--- config.mk ---
export PLATFORM = sky130hd
export DESIGN_NAME = vga_timing_gen
export DESIGN_NICKNAME = d
export VERILOG_FILES = /design/src/rtl/vga_timing_gen.sv
export SDC_FILE = /design/constraint.sdc
export NUM_CORES = 1
export LEC_CHECK = 0
export CAP_MARGIN = 15
export CORE_MARGIN = 4
export CORE_UTILIZATION = 52
export CTS_BUF_LIST = sky130_fd_sc_hd__clkbuf_8
export DETAILED_ROUTE_END_ITERATION = 7
export PLACE_DENSITY = 0.9
export SYNTH_ARGS = -nofsm -noshare
export SYNTH_HDL_FRONTEND = slang
export SYNTH_SLANG_ARGS = --single-unit
--- constraint.sdc ---
create_clock -name clk_25m -period 10.75 [get_ports clk_25m]
set_input_delay 2.15 -clock clk_25m [delete_from_list [all_inputs] [get_ports clk_25m]]
set_output_delay 2.15 -clock clk_25m [all_outputs]
set_load 0.02 [all_outputs]
--- src/rtl/vga_timing_gen.sv ---
// ---------------------------------------------------------------------------
// vga_timing_gen
//   640x480@60Hz raster timing generator running on the 25 MHz pixel clock.
//   Produces the hc/vc scan counters with aligned valid/line_start/frame_tick
//   strobes, a frame counter, and hsync/vsync delayed by PIPE_DLY cycles so
//   they line up with the downstream pixel-colour pipeline.
//
// Ports
//   clk_25m     in   1   pixel clock
//   rst         in   1   synchronous, active-high reset
//   hc          out  10  horizontal counter, 0..H_TOTAL-1
//   vc          out  10  vertical counter, 0..V_TOTAL-1
//   valid       out  1   hc/vc inside the visible area
//   hsync_o     out  1   horizontal sync, delayed PIPE_DLY cycles
//   vsync_o     out  1   vertical sync, delayed PIPE_DLY cycles
//   line_start  out  1   pulse while hc==0
//   frame_tick  out  1   pulse at hc==0, vc==V_VIS (start of vblank)
//   frame_cnt   out  16  frames completed, steps with frame_tick
// ---------------------------------------------------------------------------
module vga_timing_gen #(
  parameter int H_VIS    = 640,
  parameter int H_FP     = 16,
  parameter int H_SYNC   = 96,
  parameter int H_BP     = 48,
  parameter int V_VIS    = 480,
  parameter int V_FP     = 10,
  parameter int V_SYNC   = 2,
  parameter int V_BP     = 33,
  parameter bit SYNC_POL = 1'b0,
  parameter int PIPE_DLY = 2
) (
  input  logic        clk_25m,
  input  logic        rst,
  output logic [9:0]  hc,
  output logic [9:0]  vc,
  output logic        valid,
  output logic        hsync_o,
  output logic        vsync_o,
  output logic        line_start,
  output logic        frame_tick,
  output logic [15:0] frame_cnt
);

  localparam int H_TOTAL = H_VIS + H_FP + H_SYNC + H_BP;
  localparam int V_TOTAL = V_VIS + V_FP + V_SYNC + V_BP;

  if (H_TOTAL > 1024 || V_TOTAL > 1024) begin : g_bad_total
    $error("vga_timing_gen: H_TOTAL and V_TOTAL must not exceed 1024");
  end
  if (PIPE_DLY < 0 || PIPE_DLY > 7) begin : g_bad_dly
    $error("vga_timing_gen: PIPE_DLY must be in 0..7");
  end

  localparam logic [9:0]  H_LAST   = 10'(H_TOTAL - 1);
  localparam logic [9:0]  V_LAST   = 10'(V_TOTAL - 1);
  // Range bounds are 11 bits so an end equal to 1024 does not wrap to 0.
  localparam logic [10:0] H_VIS_B  = 11'(H_VIS);
  localparam logic [10:0] V_VIS_B  = 11'(V_VIS);
  localparam logic [10:0] HS_START = 11'(H_VIS + H_FP);
  localparam logic [10:0] HS_END   = 11'(H_VIS + H_FP + H_SYNC);
  localparam logic [10:0] VS_START = 11'(V_VIS + V_FP);
  localparam logic [10:0] VS_END   = 11'(V_VIS + V_FP + V_SYNC);
  localparam logic        ACT      = SYNC_POL;
  localparam logic        INACT    = ~SYNC_POL;

  // Cleared by reset; the first cycle after release holds the counters at
  // 0/0 so that position is presented with valid/line_start asserted.
  logic                run;
  logic [9:0]          hc_next;
  logic [9:0]          vc_next;
  logic                valid_next;
  logic                tick_next;
  logic                hs_raw;
  logic                vs_raw;
  logic [PIPE_DLY:0]   hs_pipe;  // [0] is aligned with hc/vc
  logic [PIPE_DLY:0]   vs_pipe;

  // NOTE: every always_comb output gets a default first, so no path can
  // leave it unassigned and infer a latch.
  always_comb begin
    hc_next = '0;
    vc_next = '0;
    if (run) begin
      if (hc == H_LAST) begin
        hc_next = '0;
        vc_next = (vc == V_LAST) ? 10'd0 : vc + 10'd1;
      end else begin
        hc_next = hc + 10'd1;
        vc_next = vc;
      end
    end
  end

  // Strobes and raw syncs are decoded from next-state counters so that,
  // once registered, they describe the hc/vc value shown in the same cycle.
  always_comb begin
    valid_next = ({1'b0, hc_next} < H_VIS_B) && ({1'b0, vc_next} < V_VIS_B);
    tick_next  = (hc_next == 10'd0) && ({1'b0, vc_next} == V_VIS_B);
    hs_raw     = ({1'b0, hc_next} >= HS_START) && ({1'b0, hc_next} < HS_END);
    vs_raw     = ({1'b0, vc_next} >= VS_START) && ({1'b0, vc_next} < VS_END);
  end

  // NOTE: sequential state uses non-blocking assignments only, so every
  // register samples the pre-edge values regardless of statement order.
  always_ff @(posedge clk_25m) begin
    if (rst) begin
      run        <= 1'b0;
      hc         <= '0;
      vc         <= '0;
      valid      <= 1'b0;
      line_start <= 1'b0;
      frame_tick <= 1'b0;
      frame_cnt  <= '0;
      // Flushing the delay lines drops any sync pulse already in flight.
      hs_pipe    <= {(PIPE_DLY + 1){INACT}};
      vs_pipe    <= {(PIPE_DLY + 1){INACT}};
    end else begin
      run        <= 1'b1;
      hc         <= hc_next;
      vc         <= vc_next;
      valid      <= valid_next;
      line_start <= (hc_next == 10'd0);
      frame_tick <= tick_next;
      frame_cnt  <= frame_cnt + {15'd0, tick_next};
      hs_pipe[0] <= hs_raw ? ACT : INACT;
      vs_pipe[0] <= vs_raw ? ACT : INACT;
      for (int i = 1; i <= PIPE_DLY; i++) begin
        hs_pipe[i] <= hs_pipe[i-1];
        vs_pipe[i] <= vs_pipe[i-1];
      end
    end
  end

  assign hsync_o = hs_pipe[PIPE_DLY];
  assign vsync_o = vs_pipe[PIPE_DLY];

endmodule

* Word level (Yosys, flattened, before mapping) *
Cells that the tools add are included.

word-level totals
  memory bits (writable) = 0
  output and inout port bits = 41
  logic and storage cells = 34
  register bits = 46
  bits of input ports = 2
  memories = 0
  bits in latches = 0
  ROM bits = 0

cells by class
  div/mod/pow operators = 0
  $lt $le $gt $ge = 6
  $mul = 0
  reduce and logical (&&, ||, !) cells = 5
  shift operators = 0
  $add $sub $neg = 3
  eq/ne operators = 3
  muxes and demuxes = 8
  bitwise operators = 0

operators with widths
  kind                                                                     number
  10-bit 2-to-1 mux                                                        5
  10-bit by 1-bit adder with 10-bit output (second input constant)         2
  10-bit equality test (second input constant)                             2
  10-bit < comparator (second input constant)                              2
  10-bit by 9-bit < comparator with 1-bit output (second input constant)   2
  16-bit by 1-bit adder with 16-bit output                                 1
  10-bit by 9-bit equality test with 1-bit output (second input constant)  1
  10-bit >= comparator (second input constant)                             1
  10-bit by 9-bit >= comparator with 1-bit output (second input constant)  1
  10-bit zero test                                                         1
  1-bit logical AND                                                        4
  1-bit 2-to-1 mux                                                         3

* Longest topological paths before layout *
Gate-level depths: netlist of the first run.

  word-level depth = 7
  gate-level depth with buffers = 16
  mapped depth without buffers = 15

* Least setup slack after synthesis of the first run *
No wires, ideal clock.

  path type = register to register
  start point = register hc[1]
  end point = register frame_cnt[8]
  setup time = 0.071 ns
  slack = 6.489 ns
  clock period less this slack = 4.261 ns
  arrival time = 4.190 ns
  required time = 10.679 ns
  stages on the path, launching flop included = 16
  path buffers = 1
  cells stage by stage = dfxtp_1 ha_1 nand4_4 or3_1 buf_2 or4_4 a221o_1 or4b_4 nor3_1 ha_1 ha_1 nand3_1 nor2_1 nand2_1 or2_2 a21oi_1

between the ends
  word-level cells in the longest chain between the ends = 6
  elaborated cells between the ends (all ways) = 10
  classes of those cells = add/sub (2); eq/ne (2); mux (4); reduce/logical (2)

RTL lines
  element                                                                                     RTL line  RTL
  from (decl)                                                                                 34        output logic [9:0] hc,
  from (signal assigned)                                                                      119       hc <= hc_next;
  10-bit by 1-bit adder with 10-bit output / 10-bit equality test (equally long branches)     88, 84
  10-bit 2-to-1 mux                                                                           84        if (hc == H_LAST) begin
  10-bit 2-to-1 mux                                                                           83        if (run) begin
  10-bit zero test / 10-bit by 9-bit equality test with 1-bit output (equally long branches)  98        tick_next = (hc_next == 10'd0) && ({1'b0, vc_next} == V_VIS_B);
  1-bit logical AND (*)                                                                       98
  net tick_next                                                                               72        logic tick_next;
  16-bit by 1-bit adder with 16-bit output (*)                                                124       frame_cnt <= frame_cnt + {15'd0, tick_next};
  to (signal assigned)                                                                        124
  to (decl)                                                                                   41        output logic [15:0] frame_cnt

Mark *: on every way through the listed nets, which the timed path passes. The rest lies on a longest branch.
A chain may end at the register's enable or synchronous reset.

* Worst setup path after layout of the first run *
  start point = register hc[0]
  end point = register frame_cnt[8]

Same word-level chain as after synthesis.

==> results.md, run 1 <==
* Io pins at 43
* Wire length per cell at 14.6 µm
* TritonCTS clock tree: built
* Post-synth top flop: dfxtp_1
* P_leak at 0.946 nW
* Critical Path Source Type: flop
* Syn Area/Cell at 8.59 µm²
* Ratio of cells with drive above 1 in the final layout at 6.23%
* Resized cells post-CTS at 0
* Overflow after GRT at 0
* CORE AREA at 3970 µm²
* Max-cap violation count at 0
* Mux share of post-synthesis cell area at 0%
* Synth Instances at 248
* Final #Nets at 295
* Global-route wire length before repair at 8410 µm
* Die height at 72.0 µm
* VDD IR max at 0.0746 mV
* P per Cell Area at 115 nW/µm²
* Synthesis-to-finish area growth at 26.2%
* Unrepaired setup endpoints after global routing: false
* N_diodes at 0
* R2r endpoint: frame_cnt[8]$_SDFF_PP0_
* Fmax at 218 MHz
* Critical path class: reg -> reg
* Xor/xnor share of the synthesized area at 9.04%
* Initial core utilization at 53.7%
* Total CTS buffers at 5
* R2r startpoint: hc[0]$_SDFF_PP0_
* Reg clk slew, reported paths at 0.09 ns
* Initial antenna violation count at 0
* Overall routing resource usage at 20.5%
* Hold Crit Start: vs_pipe[0]$_SDFF_PP1_
* Clk_skew at 0.00488 ns
* Asr flop ratio synth at 0%
* Largest family of logic cells by synthesized area: simple AND/OR/NAND/NOR gates
* Root Buffer: clkbuf_8
* Most frequent cells in the layout: dfxtp_1, clkdlybuf4s50_1, nor2_1
* Period utilization at 42.6%
* Clk_lat worst skew at 0.30 ns
* GP Congestion at 0.884
* Synth Area in Compound Gates at 10.8%
* IO Port Bufs at 42
* Synth warn at 0
* Flop2flop setup slack at 6.17 ns
* HPWL after DPL at 3600 µm
* 1st-iter DRT viols at 143
* Post-Synth Simple-Gate Area at 30.8%
* Mapped Nets at 255
* Residual DRC count at 0
* Netlist cell types at 45
* Drt first pass iters at 4
* Hold buffer count at cts at 0
* Worst Hold Class: reg -> reg
* Sequential-to-total area share from yosys stat at 43.2%
* Die Wd at 72.0 µm
* Via count at 1924
* Postcts setup bufs at 0
* Crit path to: frame_cnt[8]$_SDFF_PP0_
* Worst Setup End Kind: flop
* Hold Fails Final Rpt at 0
* Required @ worst endpoint at 10.99 ns
* H-tree Lvls at 2
* CP max FO at 16
* Setup TNS at 0 ns
* Hold path depth at 1
* ANT nets after route at 0
* Synth Cell Area at 2130 µm²
* # clock sinks at 46
* Final Util at 67.7%
* Reg2reg path depth at 14
* Max-Slew Margin vs Limit at 40.7%
* # setup viols final at 0
* Status: completed
* Post-Synth Adder-Cell Area at 2.94%
* Fin crit period at 4.58 ns
* Cell row count at 23
* Vias/cell at 5.68
* CP startpoint: hc[0]$_SDFF_PP0_
* Die area at 5190 µm²
* Seq cells post-synth at 46
* Max-slew violations at 0
* DRT Wirelength at 4950 µm
* CTS max path bufs at 2
* Crit path DAT at 4.81 ns
* Largest net degree at the start of global routing at 30
* Vias in the first global route at 1783
* Commonest non-fill, non-tap cell in the layout: dfxtp_1
* Count of flip-flops with a built-in enable after synthesis at 0
* Worst-margin pin slew at 0.882 ns
## routing by layer
| layer | vias to the layer above | global-route usage (%) | part of all wire (%) | wire (µm) |
|---|---|---|---|---|
| li1 | 953 | - | - | - |
| met4 | 0 | 7.93 | 1.8 | 89 |
| met5 | - | 0 | 0 | 0 |
| met2 | 89 | 33.5 | 48 | 2360 |
| met1 | 873 | 26.1 | 42 | 2100 |
| met3 | 9 | 4.99 | 8.1 | 399 |
## power breakdown
group	leakage, nW	internal, mW	total, mW	switching (mW)
Sequential	0.372	0.171	0.172	0.00114
Combinational	0.518	0.00338	0.00887	0.00550
Clock	0.0556	0.0684	0.127	0.0588
## through the flow
| step | setup WS (ns) | std cells | hold slack, ns | power, mW | cell area, µm² |
|---|---|---|---|---|---|
| 2_1_floorplan | 6.49 | 248 | 0.389 | 0.182 | 2130 |
| 3_3_place_gp | 6.38 | 331 | 0.393 | 0.185 | 2580 |
| 3_5_place_dp | 6.23 | 331 | 0.399 | 0.185 | 2580 |
| 4_1_cts | 6.18 | 339 | 0.420 | 0.312 | 2690 |
| 5_1_grt | 5.87 | 339 | 0.441 | 0.319 | 2690 |
| 6_report | 6.17 | 339 | 0.416 | 0.308 | 2690 |
## synth_stat cells, types with 2 or more instances
| library cell | number | area, µm² |
|---|---|---|
| dfxtp_1 | 46 | 921 |
| xor2_1 | 10 | 87.6 |
| nor3_1 | 9 | 45.0 |
| nand3_1 | 13 | 65.1 |
| xnor2_1 | 12 | 105 |
| and2_1 | 4 | 25.0 |
| and3_1 | 7 | 43.8 |
| or2_2 | 5 | 31.3 |
| nand4_1 | 7 | 43.8 |
| or4_1 | 2 | 15.0 |
| nor4_1 | 4 | 25.0 |
| inv_1 | 7 | 26.3 |
| buf_2 | 3 | 15.0 |
| o21ai_0 | 7 | 35.0 |
| clkbuf_1 | 6 | 22.5 |
| nand4b_1 | 2 | 17.5 |
| a31oi_1 | 2 | 12.5 |
| ha_1 | 5 | 62.6 |
| o31ai_1 | 3 | 22.5 |
| a21oi_1 | 10 | 50.1 |
| nor2b_1 | 3 | 18.8 |
| a21o_1 | 2 | 15.0 |
| or3_1 | 5 | 31.3 |
| nor2_1 | 35 | 131 |
| nand2_1 | 19 | 71.3 |
## sequential cells by signal, summed over array words and instances (netlist names)
signal and count:
frame_tick 1, valid 1, run 1, frame_cnt 16, hs_pipe 3, vc 10, vs_pipe 3, line_start 1
hc 10
## worst min path at each step
stage	end	slack (ns)
floorplan	hs_pipe[1]$_SDFF_PP1_	0.39
global placement	vs_pipe[2]$_SDFF_PP1_	0.39
detailed placement	vs_pipe[1]$_SDFF_PP1_	0.40
CTS	vs_pipe[1]$_SDFF_PP1_	0.42
global route	vs_pipe[1]$_SDFF_PP1_	0.44
finish	vs_pipe[1]$_SDFF_PP1_	0.42
## logic make-up (layout without fill, tap and decap cells)
| group | count (synthesis) | count (layout) |
|---|---|---|
| and+or+nand+nor | 123 | 123 |
| DFF | 46 | 46 |
| adders and majority gates | 5 | 5 |
| AOI/OAI and AO/OA | 35 | 35 |
| buffers and inverters | 17 | 58 |
| xor gates and xnor gates | 22 | 22 |
## layout make-up
cell class	instances	area, µm²
inverters	7	26.3
repair buffers	43	428
clock buffers	5	68.8
multi-input cells	185	1140
well taps	50	62.6
fillers	329	1280
flip-flops and latches	46	921
clock inverters	3	41.3
## critical path: stages, from the launching register on
cell and delay (ns):
dfxtp_1 0.41, ha_1 0.34, nand4_4 0.15, or3_1 0.59
or4_4 0.59, a221o_1 0.35, or4b_4 0.55, nor3_1 0.21
ha_1 0.22, ha_1 0.19, nand3_1 0.12, nor2_1 0.27
nand2_1 0.11, or2_2 0.29, a21oi_1 0.13
No activity file was read; power rests on OpenSTA's default activity.
==> run 2, diff against run 1 <==
Settings changed: CORE_UTILIZATION 52 to 48, PLACE_DENSITY 0.9 to 0.87.
Clock period 10.75 ns to 4.1 ns, I/O delays scaled along.
==> run 2 against run 1 <==
Compared with the run above: clock power grew to 3.3 times the previous value; combinational power grew to 2.8 times the previous value; flip-flop and latch count did not move; total power grew to 2.9 times the previous value; utilization up 1.5 points; critical path depth decreased by 1; register-to-register slack worse by 6.0 ns; final cell count rose by 3.2%; first-iteration DRC count down 43%; fmax up 16%; sequential share of layout area fell by 1.9 points; sequential power increased to 2.6 times the previous value; largest cell class unchanged.
==> results.md, run 2 (synthesis gave the netlist of run 1 again) <==
* Worst Setup End Kind: flop
* Residual DRC count at 0
* Worst-margin pin slew at 0.437 ns
* Setup TNS at 0 ns
* Clk_lat worst skew at 0.30 ns
* Overall routing resource usage at 19.7%
* # clock sinks at 46
* Placed insts at 340
* IO Port Bufs at 42
* Root Buffer: clkbuf_8
* Vias/cell at 5.60
* Area occupied by multi-input gates at 1200 µm²
* Synthesis-to-finish area growth at 34.6%
* Initial core utilization at 51.4%
* Die height at 74.6 µm
* # setup viols final at 0
* Vias in the first global route at 1926
* Dpl cell area at 2660 µm²
* CTS max path bufs at 2
* Hold buffer count at cts at 0
* GP Congestion at 0.941
* Critical Path Source Type: flop
* Max-Slew Margin vs Limit at 70.6%
* Period utilization at 96.0%
* Max-slew violations at 0
* HPWL after DPL at 3630 µm
* Critical path class: reg -> reg
* N_diodes at 0
* Die area at 5570 µm²
* Final non-filler cell total at 350
* Fin crit period at 3.94 ns
* Via count at 1960
* Required @ worst endpoint at 4.34 ns
* Crit path DAT at 4.17 ns
* CORE AREA at 4140 µm²
* TritonCTS clock tree: built
* Final instance area at 2870 µm²
* Top flop regs: frame_cnt x16, hc x10, vc x10
* Final #Nets at 306
* Max-cap violation count at 0
* Drt first pass iters at 4
* P_leak at 1.01 nW
* P per Cell Area at 311 nW/µm²
* Max reg flops at 16
* Reg clk slew, reported paths at 0.09 ns
* Overflow after GRT at 0
* Total CTS buffers at 5
* Clk_skew at 0.00647 ns
* Global-route wire length before repair at 8550 µm
* CP max FO at 5
* Ratio of cells with drive above 1 in the final layout at 13.3%
* H-tree Lvls at 2
* Setup WS pre-CTS at 0.0148 ns
* Fin worst setup slack at 0.163 ns
* Final Util at 69.2%
* 1st-iter DRT viols at 81
* Wire length per cell at 14.4 µm
* Status: completed
* Register Area at 928 µm²
* Most frequent cells in the layout: dfxtp_1, clkdlybuf4s50_1, nor2_1
* VDD IR max at 0.195 mV
* Io pins at 43
* Largest Register: frame_cnt
* Die Wd at 74.6 µm
* Worst Hold Class: reg -> reg
* Fillers at 342
* DRT Wirelength at 5040 µm
* Cell row count at 23
* Initial antenna violation count at 0
* Hold Fails Final Rpt at 0
* ANT nets after route at 0
* Commonest non-fill, non-tap cell in the layout: dfxtp_1
* Fmax at 254 MHz
* Largest net degree at the start of global routing at 30
## run 2: where the power goes
group          internal (mW)  switching [mW]
Combinational         0.0102          0.0148
Sequential             0.448         0.00316
Clock                  0.260           0.155
Total                  0.718           0.173
## run 2: area by class of cell
class	instances	area share [%]
Clock buffer	6	2.88
Tap cell	50	2.18
Timing Repair Buffer	54	17.8
Clock inverter	2	2.09
Multi-Input combinational cell	185	41.8
Sequential cell	46	32.4
Inverter	7	0.916
## run 2: stage by stage
step / total power, mW / hold WS [ns]
finish: 0.891 / 0.415
global route: 0.917 / 0.431
CTS: 0.899 / 0.419
detailed placement: 0.487 / 0.399
global placement: 0.486 / 0.393
floorplan: 0.477 / 0.389
## run 2: path summary, 6_finish.rpt
kind / to / slack [ns] / cells after the start / start
worst max register to register: frame_cnt[15]$_SDFF_PP0_ / 0.16 / 13 / hc[1]$_SDFF_PP0_
worst max-delay path: frame_cnt[15]$_SDFF_PP0_ / 0.16 / 13 / hc[1]$_SDFF_PP0_
worst min-delay path: vs_pipe[2]$_SDFF_PP1_ / 0.42 / 1 / vs_pipe[1]$_SDFF_PP1_
worst min register to register: vs_pipe[2]$_SDFF_PP1_ / 0.42 / 1 / vs_pipe[1]$_SDFF_PP1_
## run 2: timing repair
| item | 4_1_cts | 5_1_grt |
|---|---|---|
| setup endpoints to repair | 1 | 7 |
| gates resized for setup | 1 | 10 |
| cloned | 0 | 0 |
| setup buffers | 0 | 2 |
| pin swaps | 0 | 3 |
## run 2: worst max-delay path: stages, from the launching register on
cell	delay [ns]
dfxtp_4	0.38
ha_4	0.17
nand4_4	0.11
or3_4	0.40
or4_4	0.52
a221o_1	0.35
or4b_4	0.55
nor3_2	0.20
ha_2	0.24
nand4_1	0.10
nor2_1	0.20
nand3_2	0.14
or3_1	0.36
a21oi_1	0.14
## run 2: per-layer routing
layer | track usage (%) | up-vias | wire length, µm
met2 | 32.9 | 74 | 2420
met3 | 4.54 | 10 | 347
li1 | - | 976 | -
met4 | 7.51 | 0 | 91
met5 | 0 | - | 0
met1 | 24.6 | 900 | 2180
==> run 3, diff against run 2 <==
Settings changed: MAX_ROUTING_LAYER set to met4.
==> run 3 against run 2 <==
Compared with the run above: final cell count down 0.57%; sequential power is essentially flat; critical path depth up 1; utilization down 1.5 points; cell area decreased by 2.2%; hold slack barely moved; combinational power is essentially flat; via count rose by 1.8%; clock skew down 0.0036 ns; die area did not move; wire length up 0.30%.
==> results.md, run 3 (synthesis gave the netlist of run 1 again) <==
* Via count at 1995
* Largest Register: frame_cnt
* Die height at 74.6 µm
* TritonCTS clock tree: built
* Final non-filler cell total at 348
* Synthesis-to-finish area growth at 31.6%
* IO Port Bufs at 42
* Critical Path Source Type: flop
* Max-slew violations at 0
* Setup WS pre-CTS at 0.0173 ns
* Global-route wire length before repair at 8300 µm
* Met2 usage at 30.6%
* Period utilization at 96.4%
* Worst Setup End Kind: flop
* H-tree Lvls at 2
* CP startpoint: hc[0]$_SDFF_PP0_
* Commonest non-fill, non-tap cell in the layout: dfxtp_1
* CORE AREA at 4140 µm²
* Initial antenna violation count at 0
* Overall routing resource usage at 19.8%
* Overall Power at 0.815 mW
* Root Buffer: clkbuf_8
* Vias/cell at 5.73
* CP max FO at 6
* Vias in the first global route at 1865
* Postcts setup bufs at 0
* Max-Slew Margin vs Limit at 62.7%
* VDD IR max at 0.264 mV
* Flop2flop setup slack at 0.15 ns
* R2r endpoint: frame_cnt[8]$_SDFF_PP0_
* Max-cap violation count at 0
* Crit path to: frame_cnt[8]$_SDFF_PP0_
* N_diodes at 0
* P per Cell Area at 291 nW/µm²
* 1st-iter DRT viols at 132
* Total CTS buffers at 5
* Overflow after GRT at 0
* Fin worst setup slack at 0.146 ns
* Setup TNS at 0 ns
* # setup viols final at 0
* Worst-margin pin slew at 0.555 ns
* Required @ worst endpoint at 4.34 ns
* Clk_lat worst skew at 0.30 ns
* Status: completed
* Reg2reg path depth at 14
* # clock sinks at 46
* ANT nets after route at 0
* Final hold slack at 0.415 ns
* Cell row count at 23
* Ratio of cells with drive above 1 in the final layout at 12.1%
* Final #Nets at 304
* Global-route met3 utilization at 5.87%
* Fillers at 338
* Hold Fails Final Rpt at 0
* Placed insts at 340
* Most frequent cells in the layout: dfxtp_1, clkdlybuf4s50_1, nor2_1
* Largest net degree at the start of global routing at 30
* Die area at 5570 µm²
* Fmax at 253 MHz
* Final Util at 67.7%
* Residual DRC count at 0
* HPWL after DPL at 3650 µm
* Io pins at 43
* Most Used Layer, Global Route: met2
* DRT Wirelength at 5050 µm
* Worst Hold Class: reg -> reg
* Reg clk slew, reported paths at 0.09 ns
* M1 GR Usage at 24.3%
* Critical path class: reg -> reg
* R2r startpoint: hc[0]$_SDFF_PP0_
* Drt first pass iters at 4
* Initial core utilization at 51.4%
* Final instance area at 2800 µm²
* Top flop regs: frame_cnt x16, hc x10, vc x10
* Clk_skew at 0.00288 ns
* Hold buffer count at cts at 0
* P_leak at 0.989 nW
* Fin crit period at 3.95 ns
* Max reg flops at 16
* Wire length per cell at 14.5 µm
* Die Wd at 74.6 µm
* Crit path DAT at 4.20 ns
* CTS max path bufs at 2
* GP Congestion at 0.907
* Dpl cell area at 2660 µm²
-- run 3: cell count changes in the layout (fill, tap and decap cells not counted), sizes merged --
cell	delta
clkbuf	-1
buf	-2
inv	+1
clkinvlp	+1
bufinv	-1
-- run 3: area by class of cell --
class | instances | area [µm²] | area share (%)
well taps | 50 | 62.6 | 2.23
clock buffers | 5 | 68.8 | 2.45
inverters | 7 | 26.3 | 0.937
multi-input cells | 185 | 1180 | 42.1
flip-flops and latches | 46 | 930 | 33.2
repair buffers | 52 | 495 | 17.7
clock inverters | 3 | 41.3 | 1.47
-- run 3: worst max-delay path, cell delays in order (launching register included) --
cell     delay (ns)
dfxtp_4        0.39
ha_4           0.18
nand4_4        0.11
or3_4          0.41
or4_4          0.52
a221o_1        0.35
or4b_4         0.56
nor3_2         0.21
ha_2           0.22
ha_1           0.20
nand3_2        0.13
nor2_4         0.17
nand2_1        0.07
or2_2          0.27
a21oi_1        0.13
-- run 3: repair_timing --
item / CTS / global route
gates resized for setup: 1 / 8
pin swaps: 0 / 2
setup endpoints to repair: 1 / 7
-- run 3: power by group --
| group | internal [mW] | total [mW] | switching (mW) |
|---|---|---|---|
| Combinational | 0.0101 | 0.0251 | 0.0150 |
| Sequential | 0.448 | 0.452 | 0.00331 |
| Clock | 0.179 | 0.338 | 0.159 |
-- run 3: routing by layer --
layer | up-vias | share of wire (%)
li1 | 971 | -
met1 | 903 | 43
met2 | 104 | 46
met3 | 17 | 8.0
met4 | 0 | 2.6
met5 | - | 0
-- run 3: how the worst min path moves through the flow --
stage                            end                  start  slack, ns  cells after the start
2_1_floorplan  hs_pipe[1]$_SDFF_PP1_  hs_pipe[0]$_SDFF_PP1_       0.39                      1
3_3_place_gp   vs_pipe[1]$_SDFF_PP1_  vs_pipe[0]$_SDFF_PP1_       0.39                      1
3_5_place_dp   vs_pipe[2]$_SDFF_PP1_  vs_pipe[1]$_SDFF_PP1_       0.40                      1
4_1_cts        hs_pipe[2]$_SDFF_PP1_  hs_pipe[1]$_SDFF_PP1_       0.42                      1
5_1_grt        hs_pipe[2]$_SDFF_PP1_  hs_pipe[1]$_SDFF_PP1_       0.43                      1
6_report       hs_pipe[2]$_SDFF_PP1_  hs_pipe[1]$_SDFF_PP1_       0.42                      1
